**src/rtl/pool_pkg.sv**
```systemverilog
// Shared definitions for the stream_pooler CNN pooling stage.
package pool_pkg;

    localparam logic [1:0] POOL_MAX = 2'b00;
    localparam logic [1:0] POOL_AVG = 2'b01;
    localparam logic [1:0] POOL_MIN = 2'b10;
    localparam logic [1:0] POOL_SUM = 2'b11;

    typedef enum logic [1:0] {
        ST_IDLE  = 2'b00,
        ST_RUN   = 2'b01,
        ST_DRAIN = 2'b10,
        ST_DONE  = 2'b11
    } state_e;

    // Accumulator width: room for the sum of P*P N-bit pixels.
    function automatic int unsigned acc_w(input int unsigned n, input int unsigned p);
        return n + 2 * $clog2(p);
    endfunction

endpackage

```
**src/rtl/pool_combine.sv**
```systemverilog
// Combinational accumulator update: load on first pixel, else max/min/add.
module pool_combine
    import pool_pkg::*;
#(
    parameter int unsigned N     = 16,
    parameter int unsigned ACC_W = 18
) (
    input  logic signed [ACC_W-1:0] acc_i,
    input  logic signed [N-1:0]     pix_i,
    input  logic [1:0]              pool_type_i,
    input  logic                    first_i,
    output logic signed [ACC_W-1:0] acc_o
);

    logic signed [ACC_W-1:0] pix_ext;

    always_comb begin
        pix_ext = {{(ACC_W-N){pix_i[N-1]}}, pix_i};
        acc_o   = pix_ext;
        if (!first_i) begin
            case (pool_type_i)
                POOL_MAX: acc_o = (pix_ext > acc_i) ? pix_ext : acc_i;
                POOL_MIN: acc_o = (pix_ext < acc_i) ? pix_ext : acc_i;
                default:  acc_o = acc_i + pix_ext;
            endcase
        end
    end

endmodule

```
**src/rtl/stream_pooler.sv**
```systemverilog
// Streaming PxP stride-P pooling stage with one partial accumulator per window column.
// Optional build macro POOL_RELU_EN clamps every pooled result to max(result, 0).
module stream_pooler
    import pool_pkg::*;
#(
    parameter int unsigned N     = 16,
    parameter int unsigned IMG_W = 8,
    parameter int unsigned IMG_H = 8,
    parameter int unsigned P     = 2
) (
    input  logic         clk,
    input  logic         rst_n,
    input  logic         start,
    input  logic [1:0]   pool_type,
    input  logic         s_valid,
    output logic         s_ready,
    input  logic [N-1:0] s_data,
    output logic         m_valid,
    input  logic         m_ready,
    output logic [N-1:0] m_data,
    output logic         busy,
    output logic         done
);

    localparam int unsigned LOG2P = $clog2(P);
    localparam int unsigned ACC_W = acc_w(N, P);
    localparam int unsigned NACC  = IMG_W / P;
    localparam int unsigned IW    = (NACC > 1) ? $clog2(NACC) : 1;
    localparam int unsigned CW    = (IMG_W > 1) ? $clog2(IMG_W) : 1;
    localparam int unsigned RW    = (IMG_H > 1) ? $clog2(IMG_H) : 1;
    localparam int unsigned SH    = 2 * LOG2P;

    localparam logic signed [ACC_W-1:0] SAT_MAX = {{(ACC_W-N+1){1'b0}}, {(N-1){1'b1}}};
    localparam logic signed [ACC_W-1:0] SAT_MIN = {{(ACC_W-N+1){1'b1}}, {(N-1){1'b0}}};

    if ((P < 2) || ((P & (P - 1)) != 0)) begin : g_bad_p
        $error("stream_pooler: P must be a power of 2 and >= 2");
    end
    if ((IMG_W % P) != 0) begin : g_bad_w
        $error("stream_pooler: IMG_W must be a multiple of P");
    end
    if ((IMG_H % P) != 0) begin : g_bad_h
        $error("stream_pooler: IMG_H must be a multiple of P");
    end

    state_e                  state_q, state_d;
    logic [1:0]              type_q;
    logic [CW-1:0]           col_q;
    logic [RW-1:0]           row_q;
    logic signed [ACC_W-1:0] acc_q [NACC];
    logic                    m_valid_q;
    logic [N-1:0]            m_data_q;
    logic                    busy_q;
    logic                    done_q;

    logic                    pix_acc;
    logic                    win_first;
    logic                    win_last;
    logic                    col_last;
    logic                    row_last;
    logic [IW-1:0]           acc_idx;
    logic signed [ACC_W-1:0] comb_acc;
    logic signed [ACC_W-1:0] avg_acc;
    logic [N-1:0]            res;

    assign s_ready = (state_q == ST_RUN) && (!m_valid_q || m_ready);
    assign m_valid = m_valid_q;
    assign m_data  = m_data_q;
    assign busy    = busy_q;
    assign done    = done_q;

    assign pix_acc   = s_valid && s_ready;
    assign col_last  = (col_q == CW'(IMG_W - 1));
    assign row_last  = (row_q == RW'(IMG_H - 1));
    assign acc_idx   = IW'(col_q >> LOG2P);
    assign win_first = (row_q[LOG2P-1:0] == '0) && (col_q[LOG2P-1:0] == '0);
    assign win_last  = (&row_q[LOG2P-1:0]) && (&col_q[LOG2P-1:0]);

    pool_combine #(
        .N     (N),
        .ACC_W (ACC_W)
    ) u_combine (
        .acc_i       (acc_q[acc_idx]),
        .pix_i       (s_data),
        .pool_type_i (type_q),
        .first_i     (win_first),
        .acc_o       (comb_acc)
    );

    // Window post-processing: avg shift, sum saturation, optional ReLU.
    always_comb begin
        avg_acc = comb_acc >>> SH;
        res     = N'(comb_acc);
        case (type_q)
            POOL_AVG: res = N'(avg_acc);
            POOL_SUM: begin
                if (comb_acc > SAT_MAX)      res = N'(SAT_MAX);
                else if (comb_acc < SAT_MIN) res = N'(SAT_MIN);
                else                         res = N'(comb_acc);
            end
            default: res = N'(comb_acc);
        endcase
`ifdef POOL_RELU_EN
        if (res[N-1]) res = '0;
`endif
    end

    always_ff @(posedge clk or negedge rst_n) begin
        if (!rst_n) state_q <= ST_IDLE;
        else        state_q <= state_d;
    end

    always_comb begin
        state_d = state_q;
        case (state_q)
            ST_IDLE:  if (start) state_d = ST_RUN;
            ST_RUN:   if (pix_acc && col_last && row_last) state_d = ST_DRAIN;
            ST_DRAIN: if (m_valid_q && m_ready) state_d = ST_DONE;
            ST_DONE:  state_d = ST_IDLE;
            default:  state_d = ST_IDLE;
        endcase
    end

    always_ff @(posedge clk or negedge rst_n) begin
        if (!rst_n) begin
            type_q    <= POOL_MAX;
            col_q     <= '0;
            row_q     <= '0;
            m_valid_q <= 1'b0;
            m_data_q  <= '0;
            busy_q    <= 1'b0;
            done_q    <= 1'b0;
            for (int i = 0; i < int'(NACC); i++) acc_q[i] <= '0;
        end else begin
            busy_q <= (state_d != ST_IDLE);
            done_q <= (state_d == ST_DONE);
            if ((state_q == ST_IDLE) && start) begin
                type_q <= pool_type;
                col_q  <= '0;
                row_q  <= '0;
            end
            if (pix_acc) begin
                acc_q[acc_idx] <= comb_acc;
                if (col_last) begin
                    col_q <= '0;
                    row_q <= row_last ? '0 : row_q + RW'(1);
                end else begin
                    col_q <= col_q + CW'(1);
                end
            end
            // s_ready guarantees the slot is free or being drained this cycle.
            if (pix_acc && win_last) begin
                m_valid_q <= 1'b1;
                m_data_q  <= res;
            end else if (m_ready) begin
                m_valid_q <= 1'b0;
            end
        end
    end

endmodule

```
**config.mk**
```make
export PLATFORM = sky130hd
export DESIGN_NAME = stream_pooler
export DESIGN_NICKNAME = d
export VERILOG_FILES = /design/src/rtl/pool_pkg.sv /design/src/rtl/pool_combine.sv /design/src/rtl/stream_pooler.sv
export SDC_FILE = /design/constraint.sdc
export NUM_CORES = 1
export LEC_CHECK = 0
export CAP_MARGIN = 15
export CORE_MARGIN = 4
export CORE_UTILIZATION = 55
export CTS_CLUSTER_DIAMETER = 150
export DETAILED_ROUTE_END_ITERATION = 12
export PLACE_DENSITY = 0.74
export SLEW_MARGIN = 20
export SYNTH_ARGS = -nofsm -noshare
export SYNTH_HDL_FRONTEND = slang
export SYNTH_SLANG_ARGS = --single-unit
```
**constraint.sdc**
```tcl
create_clock -name clk -period 9.31 [get_ports clk]
set_input_delay 1.862 -clock clk [delete_from_list [all_inputs] [get_ports clk]]
set_output_delay 1.862 -clock clk [all_outputs]
set_load 0.005 [all_outputs]
```
# Word-level counts from Yosys, hierarchy flattened

Cells that the tools add are included.

Flip-flop bits (word level): 101
Bits in latches: 0
Memory bits (writable): 0
Bits in read-only memories: 0
Bits of input ports: 23
Output and inout port bits: 20
Logic and storage cells: 76
Memories kept: 0

Add/subtract/negate cells: 3
$mul: 0
Div/mod/pow operators: 0
Order comparisons: 6
Equal/unequal tests: 9
Shift operators: 0
Mux-type cells: 26
Bitwise logic cells: 3
Reduce and logical (&&, ||, !) cells: 17

Operators by type and width:

| kind                 | count |
|---|---|
| $mux 18              | 6 |
| $bwmux 72            | 1 |
| $bmux 18 s2          | 1 |
| $demux 18 s2         | 1 |
| $pmux 18 s2          | 1 |
| $mux 16              | 2 |
| $pmux 16 s2          | 1 |
| $mux 3               | 7 |
| $add 18x16->18       | 1 |
| $gt 16x18->1         | 1 |
| $gt 18x16->1 const B | 1 |
| $lt 16x18->1         | 1 |
| $lt 18x16->1 const B | 1 |
| $eq 2x2->1 const B   | 5 |
| $logic_and 1x1->1    | 10 |
| $pmux 2 s4           | 1 |
| $add 3x1->3 const B  | 2 |
| $eq 3x3->1 const B   | 2 |
| $mux 2               | 3 |
| $reduce_bool 2->1    | 3 |
| $eq 2x1->1 const B   | 2 |
| $logic_not 2->1      | 2 |
| $ge 3x3->1 const B   | 1 |
| $lt 3x1->1 const B   | 1 |
| other kinds (5)      | 7 |

# Logic depth before layout (Yosys ltp)

Gate-level depths: netlist (run 1).

Depth in word-level cells: 12
Gate-level depth with buffers: 17
Depth with buffers taken out: 13

# By module

From an unflattened synthesis (run 1), not the netlist that was laid out.

Cell total of the unflattened synthesis: 658
Area, all modules: 6,962.9 um^2

Modules (own cells, without submodules):

| module        | instances | cells an instance | area an instance (um^2) | sequential area each (um^2) |
|---|---|---|---|---|
| stream_pooler | 1         | 365               | 4,938.5                 | 2,527.4 |
| pool_combine  | 1         | 293               | 2,024.4                 | 0.0 |

# Worst setup path before layout (run 1)

Ideal clock, no wire load.

Path kind: input to register
Start point: input s_data[0]
End point: register m_data_q[10] (netlist: m_data[10])
Library setup time: 0.082 ns
Data arrival time: 4.323 ns
Required time: 9.228 ns
Setup slack: 4.905 ns
Cell stages on the path: 13
Buffers on the path: 1
Cells stage by stage: ha_1 > inv_1 > fa_1 > o21bai_1 > a221oi_1 > o211ai_1 > a211oi_1 > mux2i_1 > nand3_1 > nor4b_4 > buf_6 > o211ai_1 > a31oi_1

Word-level cells in the longest chain between the ends: 8
Elaborated cells between the ends (all ways): 12
Those cells by class: add/sub (1); order compare (4); mux (7)

Ends and longest elaborated chain:

| element                                             | line                                   | text |
|---|---|---|
| start: declaration                                  | stream_pooler.sv:17                    | `input logic [N-1:0] s_data,` |
| $lt 16x18->1 / $gt 16x18->1 (equally long branches) | pool_combine.sv:23, pool_combine.sv:22 |  |
| $mux 18, on equally long branches                   | pool_combine.sv:23, pool_combine.sv:22 |  |
| $pmux 18 s2                                         | pool_combine.sv:21                     | `case (pool_type_i)` |
| $mux 18 *                                           | pool_combine.sv:20                     | `if (!first_i) begin` |
| $lt 18x16->1                                        | stream_pooler.sv:98                    | `else if (comb_acc < SAT_MIN) res = N'(SAT_MIN);` |
| $mux 16                                             | stream_pooler.sv:98                    |  |
| $mux 16                                             | stream_pooler.sv:97                    | `if (comb_acc > SAT_MAX) res = N'(SAT_MAX);` |
| $pmux 16 s2 *                                       | stream_pooler.sv:94                    | `case (type_q)` |
| end signal: assignment                              | stream_pooler.sv:154                   | `m_data_q <= res;` |
| end: declaration                                    | stream_pooler.sv:52                    | `logic [N-1:0] m_data_q;` |

Every way passes the cells marked *; elsewhere a longest branch is shown, timed or not.
A chain may end at the register's enable or synchronous reset.

# Worst setup path in the final report (run 1)

Start point: input s_data[15]
End point: register m_data_q[1] (netlist: m_data[1])

Same word-level chain as after synthesis.

==> out/qor.csv, run 1 <==
metric,value,unit
area delta synth->final,11.22,%
Worst-path clk slew,0.07,ns
WL/cell,21.17,um
fin area,0.007528,mm^2
clock tree from TritonCTS,yes,
layout cell share with drive strength beyond 1,0.1128,
gate count of the mapped netlist,746,
starting DRC count in detailed routing,568,
largest area contributor in the netlist,sky130_fd_sc_hd__dfrtp_1,
run status,finished clean,
type of origin of the critical path,primary input,
setup total negative slack,0,ns
chain of cells forming the critical path,clkdlybuf4s50_1 > ha_1 > nand4_4 > nor4_1 > a211oi_1 > a211oi_2 > a211oi_4 > a21oi_4 > nor4b_4 > o221ai_1 > a31oi_1,
data arrival at the endpoint of the critical path,5.73,ns
Nets,833,
Syn. warnings,0,
register bit total from synthesis,101,
maximum ir drop on the vdd rail,0.2995,mV
post-synthesis instance area,0.006769,mm^2
fraction of power spent switching nets,0.4843,
number of buffers created by CTS,9,
count of different cell masters after synthesis,74,
cell with the biggest individual delay on the critical path,sky130_fd_sc_hd__nor4b_4,
Sink Count,101,
final hold violation count,0,
Gate power share,0.641,
portion of synthesized cell area occupied by the leading cell type,0.3734,
endpoint of the lowest-slack register-to-register path,m_data[1]$_DFFE_PN0P_,
largest net degree at the start of global routing,79,
required time at the endpoint of the critical path,9.58,ns
area enclosed by the die boundary,0.01415,mm^2
ys async rst share,1.000,
Placement Rows,40,
remaining antenna violation count,0,
Finish-stage setup viols,0,
unrepaired setup endpoints after global routing,no,
CORE AREA,0.01201,mm^2
initial antenna violation count,0,
share of total power in sequential cells,0.243,
Die Y,118.9,um
syn avg cell area,9.074,um^2
first-pass GRT wire length,30.89,mm
switching pwr,1.551,mW
largest clock skew in the final design,0.008326,ns
synthesized net count,813,
DRC Markers,0,
grt ovf,0,
iteration count of the initial detailed-routing pass,7,
Pleak,3.320,nW
worst r2r src,col_q[2]$_DFFE_PN0P_,
most common flop cell mapped by yosys,sky130_fd_sc_hd__dfrtp_1,
Worst path max stage delay,0.77,ns
final estimated routing congestion in global placement,0.9064,
shortest period the worst path allows,5.456,ns
hold depth,2,
maximum buffer depth of the clock tree,2,
Internal Power,1.651,mW
worst hold slack after final layout,0.4769,ns
placed standard-cell area,0.007236,mm^2
detailed-placement wirelength estimate,14.46,mm
clock power share,0.116,
largest cells by area after synthesis,"sky130_fd_sc_hd__dfrtp_1 37%, sky130_fd_sc_hd__nand2_1 9.3%, sky130_fd_sc_hd__ha_1 7.9%, sky130_fd_sc_hd__mux4_2 5.7%, sky130_fd_sc_hd__o21ai_0 3.2%",
# H-tree levels,3,
number of enable flip-flop cells after synthesis,0,
portion of the post-synthesis area used by sequential elements,0.3734,
Antenna Diode Count,0,
highest fanout seen on the critical path,15,
latest clock arrival within the worst-skew pair,0.35,ns
share of the clock period used by the worst path,0.5861,
Setup Crit Path Kind,primary input to register,
actual transition at the worst max-transition pin,1.059,ns
IO Count,43,
sum of buffers and inverters on the critical path,1,
timing-limited maximum frequency,183.3,MHz
root cell of the clock tree,sky130_fd_sc_hd__clkbuf_16,
flop-to-flop setup slack,3.94,ns
worst hold path type,register to register,
Worst R2R Path Depth,13,
count of max-cap constraint violations,0,
Max-slew headroom,0.2922,
Hold Path Sink,acc_q[6]$_DFFE_PN0P_,
ratio of routed vias to standard cells,6.435,
Crit. End Element,register,
global router's overall resource usage,0.2782,
power density over the cells,425.3,mW/mm^2
filler cell count,1000,
initial core utilization,0.5635,
number of global-route vias before repair,5828,
area of combinational cells with multiple inputs,0.003941,mm^2
Post-CTS Setup Inserts,0,
final max-slew violation count,0,
width of the die,118.9,um
total detailed-routing wirelength,19.44,mm
count of input and output buffers,42,
final critical-path setup slack,3.854,ns
CTS Hold Buffers Added,0,
start point of the critical path,s_data[15],
worst min-delay path startpoint,acc_q[6]$_DFFE_PN0P_,
Sequential Area,0.002527,mm^2
worst setup slack before clock tree synthesis,3.540,ns
cell family with most CP delay,compound AO/OA/AOI/OAI gates,
total vias in the final route,5907,
Post-CTS Resized,0,
==> how the worst max path moves through the flow <==
stage,endpoint,slack [ns],depth (start not counted)
global placement,m_data[14]$_DFFE_PN0P_,3.51,11
floorplan,m_data[10]$_DFFE_PN0P_,4.91,13
finish,m_data[1]$_DFFE_PN0P_,3.85,11
detailed placement,m_data[14]$_DFFE_PN0P_,3.54,11
global route,m_data[0]$_DFFE_PN0P_,3.55,13
CTS,m_data[12]$_DFFE_PN0P_,3.90,11
==> worst reg2reg max path: cells and delay by family, from the launching register on <==
family | cells | cell delay, ns
compound gates | 9 | 2.59
flops | 1 | 0.78
simple gates | 1 | 0.77
fa+ha+maj | 1 | 0.43
buf+inv | 1 | 0.37
mux | 1 | 0.36
==> cells in the mapped netlist (3+ instances only) <==
master                      instances
sky130_fd_sc_hd__and3_1             5
sky130_fd_sc_hd__a31oi_1           18
sky130_fd_sc_hd__a211o_1            3
sky130_fd_sc_hd__inv_1             36
sky130_fd_sc_hd__o21ai_0           43
sky130_fd_sc_hd__o21bai_1           7
sky130_fd_sc_hd__dfrtp_1          101
sky130_fd_sc_hd__o221a_2            9
sky130_fd_sc_hd__or4_1              4
sky130_fd_sc_hd__a211oi_2           4
sky130_fd_sc_hd__nand3_1           19
sky130_fd_sc_hd__a211oi_1          10
sky130_fd_sc_hd__o21ai_2            3
sky130_fd_sc_hd__nand4_1            3
sky130_fd_sc_hd__o2111ai_1          3
sky130_fd_sc_hd__mux2_2            14
sky130_fd_sc_hd__o211ai_1          15
sky130_fd_sc_hd__nand2b_1           8
sky130_fd_sc_hd__a221oi_1           5
sky130_fd_sc_hd__clkbuf_1          25
sky130_fd_sc_hd__nand2_1          168
sky130_fd_sc_hd__buf_1              3
sky130_fd_sc_hd__buf_2              4
sky130_fd_sc_hd__o221ai_1           4
sky130_fd_sc_hd__o31ai_1            3
sky130_fd_sc_hd__ha_1              43
sky130_fd_sc_hd__nor2_1            43
sky130_fd_sc_hd__nand3b_1           3
sky130_fd_sc_hd__a2bb2oi_1          3
sky130_fd_sc_hd__nor3_1             7
sky130_fd_sc_hd__xnor2_1            8
sky130_fd_sc_hd__a21o_1             4
sky130_fd_sc_hd__a21oi_1           34
sky130_fd_sc_hd__nor2b_1           10
sky130_fd_sc_hd__and2_1             3
sky130_fd_sc_hd__mux4_2            17
sky130_fd_sc_hd__or2_2              4
==> layer usage <==
layer	track usage	vias up	routed length, um
met5	0	-	0
met4	0.09993	0	524
met3	0.05366	39	1496
met2	0.4426	228	9255
met1	0.3819	2928	8160
li1	-	2712	-
==> placed cells by master, fill, tap and decap left out, drive strengths merged, types with 7 or more instances in the layout <==
master / Yosys / layout
mux4: 17 / 17
o211ai: 16 / 16
o221a: 9 / 9
nand2b: 8 / 8
inv: 36 / 37
a31oi: 18 / 18
nor2: 44 / 44
nand3: 19 / 19
a21oi: 37 / 37
o21bai: 7 / 7
clkdlybuf4s50: 0 / 41
ha: 43 / 43
mux2: 14 / 14
nand2: 168 / 168
o21ai: 47 / 47
dfrtp: 101 / 101
nor3: 9 / 9
xnor2: 8 / 8
nor2b: 10 / 10
a211oi: 15 / 15
clkbuf: 26 / 11
==> per-stage QoR <==
stage,utilization,std cells,power [mW]
2_1_floorplan,-,746,2.212
4_1_cts,0.6268,918,3.180
3_3_place_gp,0.6024,902,2.753
3_5_place_dp,0.6024,902,2.798
5_1_grt,0.6268,918,3.443
6_report,0.6268,918,3.202
==> power groups by stage <==
stage / Sequential, mW / Clock [mW] / Combinational, mW
after floorplan: 0.721 / 0 / 1.49
after global placement: 0.767 / 0 / 1.99
after detailed placement: 0.782 / 0 / 2.02
after CTS: 0.775 / 0.376 / 2.03
after global routing: 0.796 / 0.393 / 2.25
final: 0.777 / 0.372 / 2.05
==> cell families after synthesis <==
| group | Yosys count | synth area share |
|---|---|---|
| fa+ha+maj | 44 | 0.08244 |
| buf+inv | 73 | 0.04510 |
| simple gates | 296 | 0.2044 |
| flops | 101 | 0.3734 |
| mux | 33 | 0.08281 |
| xor+xnor | 9 | 0.01165 |
| compound gates | 190 | 0.2002 |
==> sequential cells by signal (all words and copies together), names as in the netlist <==
name,cells
col_q,3
m_valid,1
done,1
busy,1
row_q,3
acc_q,72
state_q,2
type_q,2
m_data,16
==> final cells by class <==
class	count	area share
repair buffers	46	0.05950
flip-flops and latches	101	0.3357
inverters	36	0.01795
clock buffers	11	0.03091
clock inverters	5	0.007977
well taps	147	0.02443
multi-input cells	572	0.5235
No activity file was read; power rests on OpenSTA's default activity.
==> run 2: changes to the inputs <==
--- a/config.mk
+++ b/config.mk
@@ -10,7 +10,7 @@
 export CORE_UTILIZATION = 55
 export CTS_CLUSTER_DIAMETER = 150
 export DETAILED_ROUTE_END_ITERATION = 12
-export PLACE_DENSITY = 0.74
+export PLACE_DENSITY = 0.77
 export SLEW_MARGIN = 20
 export SYNTH_ARGS = -nofsm -noshare
 export SYNTH_HDL_FRONTEND = slang
==> constraint.sdc (replaced) <==
create_clock -name clk -period 4.57 [get_ports clk]
set_input_delay 0.914 -clock clk [delete_from_list [all_inputs] [get_ports clk]]
set_output_delay 0.914 -clock clk [all_outputs]
set_load 0.005 [all_outputs]
==> run 2 against run 1 <==
Worst setup slack got worse by 3.6 ns. Sequential share of layout area decreased by 0.59 points. Cell area increased by 1.8%. Clock power increased by 110%.
==> out/qor.csv, run 2 (same netlist as run 1, synthesis figures left out) <==
metric,value,unit
number of buffers created by CTS,9,
placed standard-cell area,0.007341,mm^2
final max-slew violation count,0,
Largest register FFs,72,
Setup Crit Path Kind,register to register,
DRC Markers,0,
setup total negative slack,0,ns
# H-tree levels,3,
detailed-placement wirelength estimate,14.41,mm
total detailed-routing wirelength,19.28,mm
type of origin of the critical path,register,
actual transition at the worst max-transition pin,1.083,ns
Max-slew headroom,0.2761,
most frequent cells in the layout,"168 x sky130_fd_sc_hd__nand2_1, 100 x sky130_fd_sc_hd__dfrtp_1, 43 x sky130_fd_sc_hd__o21ai_0, 43 x sky130_fd_sc_hd__nor2_1, 43 x sky130_fd_sc_hd__ha_1",
share of total power in sequential cells,0.232,
width of the die,118.9,um
Antenna Diode Count,0,
post-route total power,6.689,mW
total met2 wirelength after detailed routing,9.394,mm
Worst path max stage delay,0.59,ns
root cell of the clock tree,sky130_fd_sc_hd__clkbuf_16,
sum of buffers and inverters on the critical path,3,
iteration count of the initial detailed-routing pass,5,
register bank with the most flops,acc_q,
maximum buffer depth of the clock tree,2,
initial antenna violation count,0,
latest clock arrival within the worst-skew pair,0.34,ns
required time at the endpoint of the critical path,4.82,ns
power density over the cells,872.5,mW/mm^2
highest fanout seen on the critical path,15,
timing-limited maximum frequency,229.4,MHz
WL/cell,20.71,um
chain of cells forming the critical path,buf_4 > mux4_2 > inv_1 > ha_1 > a221oi_1 > o21bai_1 > a21oi_2 > a21oi_1 > nor3_1 > nor4b_4 > buf_4 > o2111ai_1 > a41oi_1,
Crit. End Element,register,
count of input and output buffers,42,
largest net degree at the start of global routing,70,
cell with the biggest individual delay on the critical path,sky130_fd_sc_hd__mux4_2,
met3 wire len,1.045,mm
area enclosed by the die boundary,0.01415,mm^2
met1 layer wirelength in the final routing,8.387,mm
Placement Rows,40,
Post-CTS Setup Inserts,0,
fraction of power spent switching nets,0.4778,
Pleak,3.393,nW
switching pwr,3.196,mW
ratio of routed vias to standard cells,6.322,
most common library cell in the layout ignoring fill and taps,sky130_fd_sc_hd__nand2_1,
Sequential Area,0.002529,mm^2
initial core utilization,0.5635,
global router's overall resource usage,0.2762,
worst hold path type,register to register,
remaining antenna violation count,0,
CTS Hold Buffers Added,0,
area delta synth->final,13.25,%
unrepaired setup endpoints after global routing,no,
shortest period the worst path allows,4.360,ns
filler cell count,994,
largest clock skew in the final design,0.009001,ns
Finish-stage setup viols,0,
final hold violation count,0,
grt ovf,0,
layout cell share with drive strength beyond 1,0.1314,
maximum ir drop on the vdd rail,0.3954,mV
Nets,846,
first-pass GRT wire length,30.93,mm
max layer used,met4,
most frequent cell on the critical path,sky130_fd_sc_hd__buf_4,
clock power share,0.117,
starting DRC count in detailed routing,793,
total vias in the final route,5886,
count of max-cap constraint violations,0,
IO Count,43,
Internal Power,3.492,mW
cell family with most CP delay,compound AO/OA/AOI/OAI gates,
share of the clock period used by the worst path,0.9540,
final cell count without fillers,931,
Worst-path clk slew,0.07,ns
fin area,0.007666,mm^2
placed cell count,915,
Sink Count,101,
clock tree from TritonCTS,yes,
run status,finished clean,
CORE AREA,0.01201,mm^2
number of global-route vias before repair,5934,
data arrival at the endpoint of the critical path,4.61,ns
Die Y,118.9,um
area of combinational cells with multiple inputs,0.003948,mm^2
final estimated routing congestion in global placement,0.9688,
Gate power share,0.650,
-- run 2: cell count changes in the layout (fill, tap and decap cells not counted), sizes merged --
cell | before | now
clkinv | 3 | 1
clkbuf | 11 | 13
clkinvlp | 0 | 1
inv | 37 | 36
buf | 5 | 18
-- run 2: worst paths after layout --
kind                                 startpoint                endpoint  slack [ns]  cells past startpoint
setup reg to reg           col_q[1]$_DFFE_PN0P_  m_data[12]$_DFFE_PN0P_        0.21                     13
setup / recovery           col_q[1]$_DFFE_PN0P_  m_data[12]$_DFFE_PN0P_        0.21                     13
hold / removal             acc_q[3]$_DFFE_PN0P_    acc_q[3]$_DFFE_PN0P_        0.48                      2
hold reg to reg            acc_q[3]$_DFFE_PN0P_    acc_q[3]$_DFFE_PN0P_        0.48                      2
max in group asynchronous                 rst_n   acc_q[38]$_DFFE_PN0P_        2.94                      2
min in group asynchronous                 rst_n   m_data[8]$_DFFE_PN0P_        0.68                      1
-- run 2: what timing repair did --
item / 4_1_cts / 5_1_grt
setup endpoints to repair: 0 / 35
endpoints found under the hold margin: 0 / 0
gates resized for setup: 0 / 3
-- run 2: power by group through the flow --
| stage | clock network (mW) | registers [mW] | logic (mW) |
|---|---|---|---|
| detailed placement | 0 | 1.56 | 4.22 |
| CTS | 0.795 | 1.55 | 4.26 |
| finish | 0.786 | 1.55 | 4.35 |
| floorplan | 0 | 1.47 | 3.04 |
| global route | 0.836 | 1.60 | 4.72 |
| global placement | 0 | 1.54 | 4.11 |
-- run 2: per-stage QoR --
step / setup WS, ns / utilization / hold slack, ns
floorplan: 0.6152 / - / 0.4402
global placement: 0.05834 / 0.6111 / 0.4517
detailed placement: 0.05778 / 0.6111 / 0.4605
CTS: 0.02538 / 0.6372 / 0.4763
global route: 0.001636 / 0.6382 / 0.4900
finish: 0.2102 / 0.6382 / 0.4770
-- run 2: area by class of cell --
type,count,share of cell area
clock buffer,13,0.03525
clock inverter,3,0.005549
inverter,36,0.01763
multi-input combinational,572,0.5149
sequential,101,0.3299
tap,147,0.02399
timing repair buffer,59,0.07279
-- run 2: worst min-delay path: stages, from the launching register on --
cell                      delay (ns)
sky130_fd_sc_hd__dfrtp_1        0.34
sky130_fd_sc_hd__nand2_1        0.05
sky130_fd_sc_hd__nand2_1        0.05
-- run 2: routing by layer --
layer	track usage	up-vias
met5	0	-
met4	0.09196	0
met3	0.04416	33
met2	0.4615	179
met1	0.3685	2929
li1	-	2745
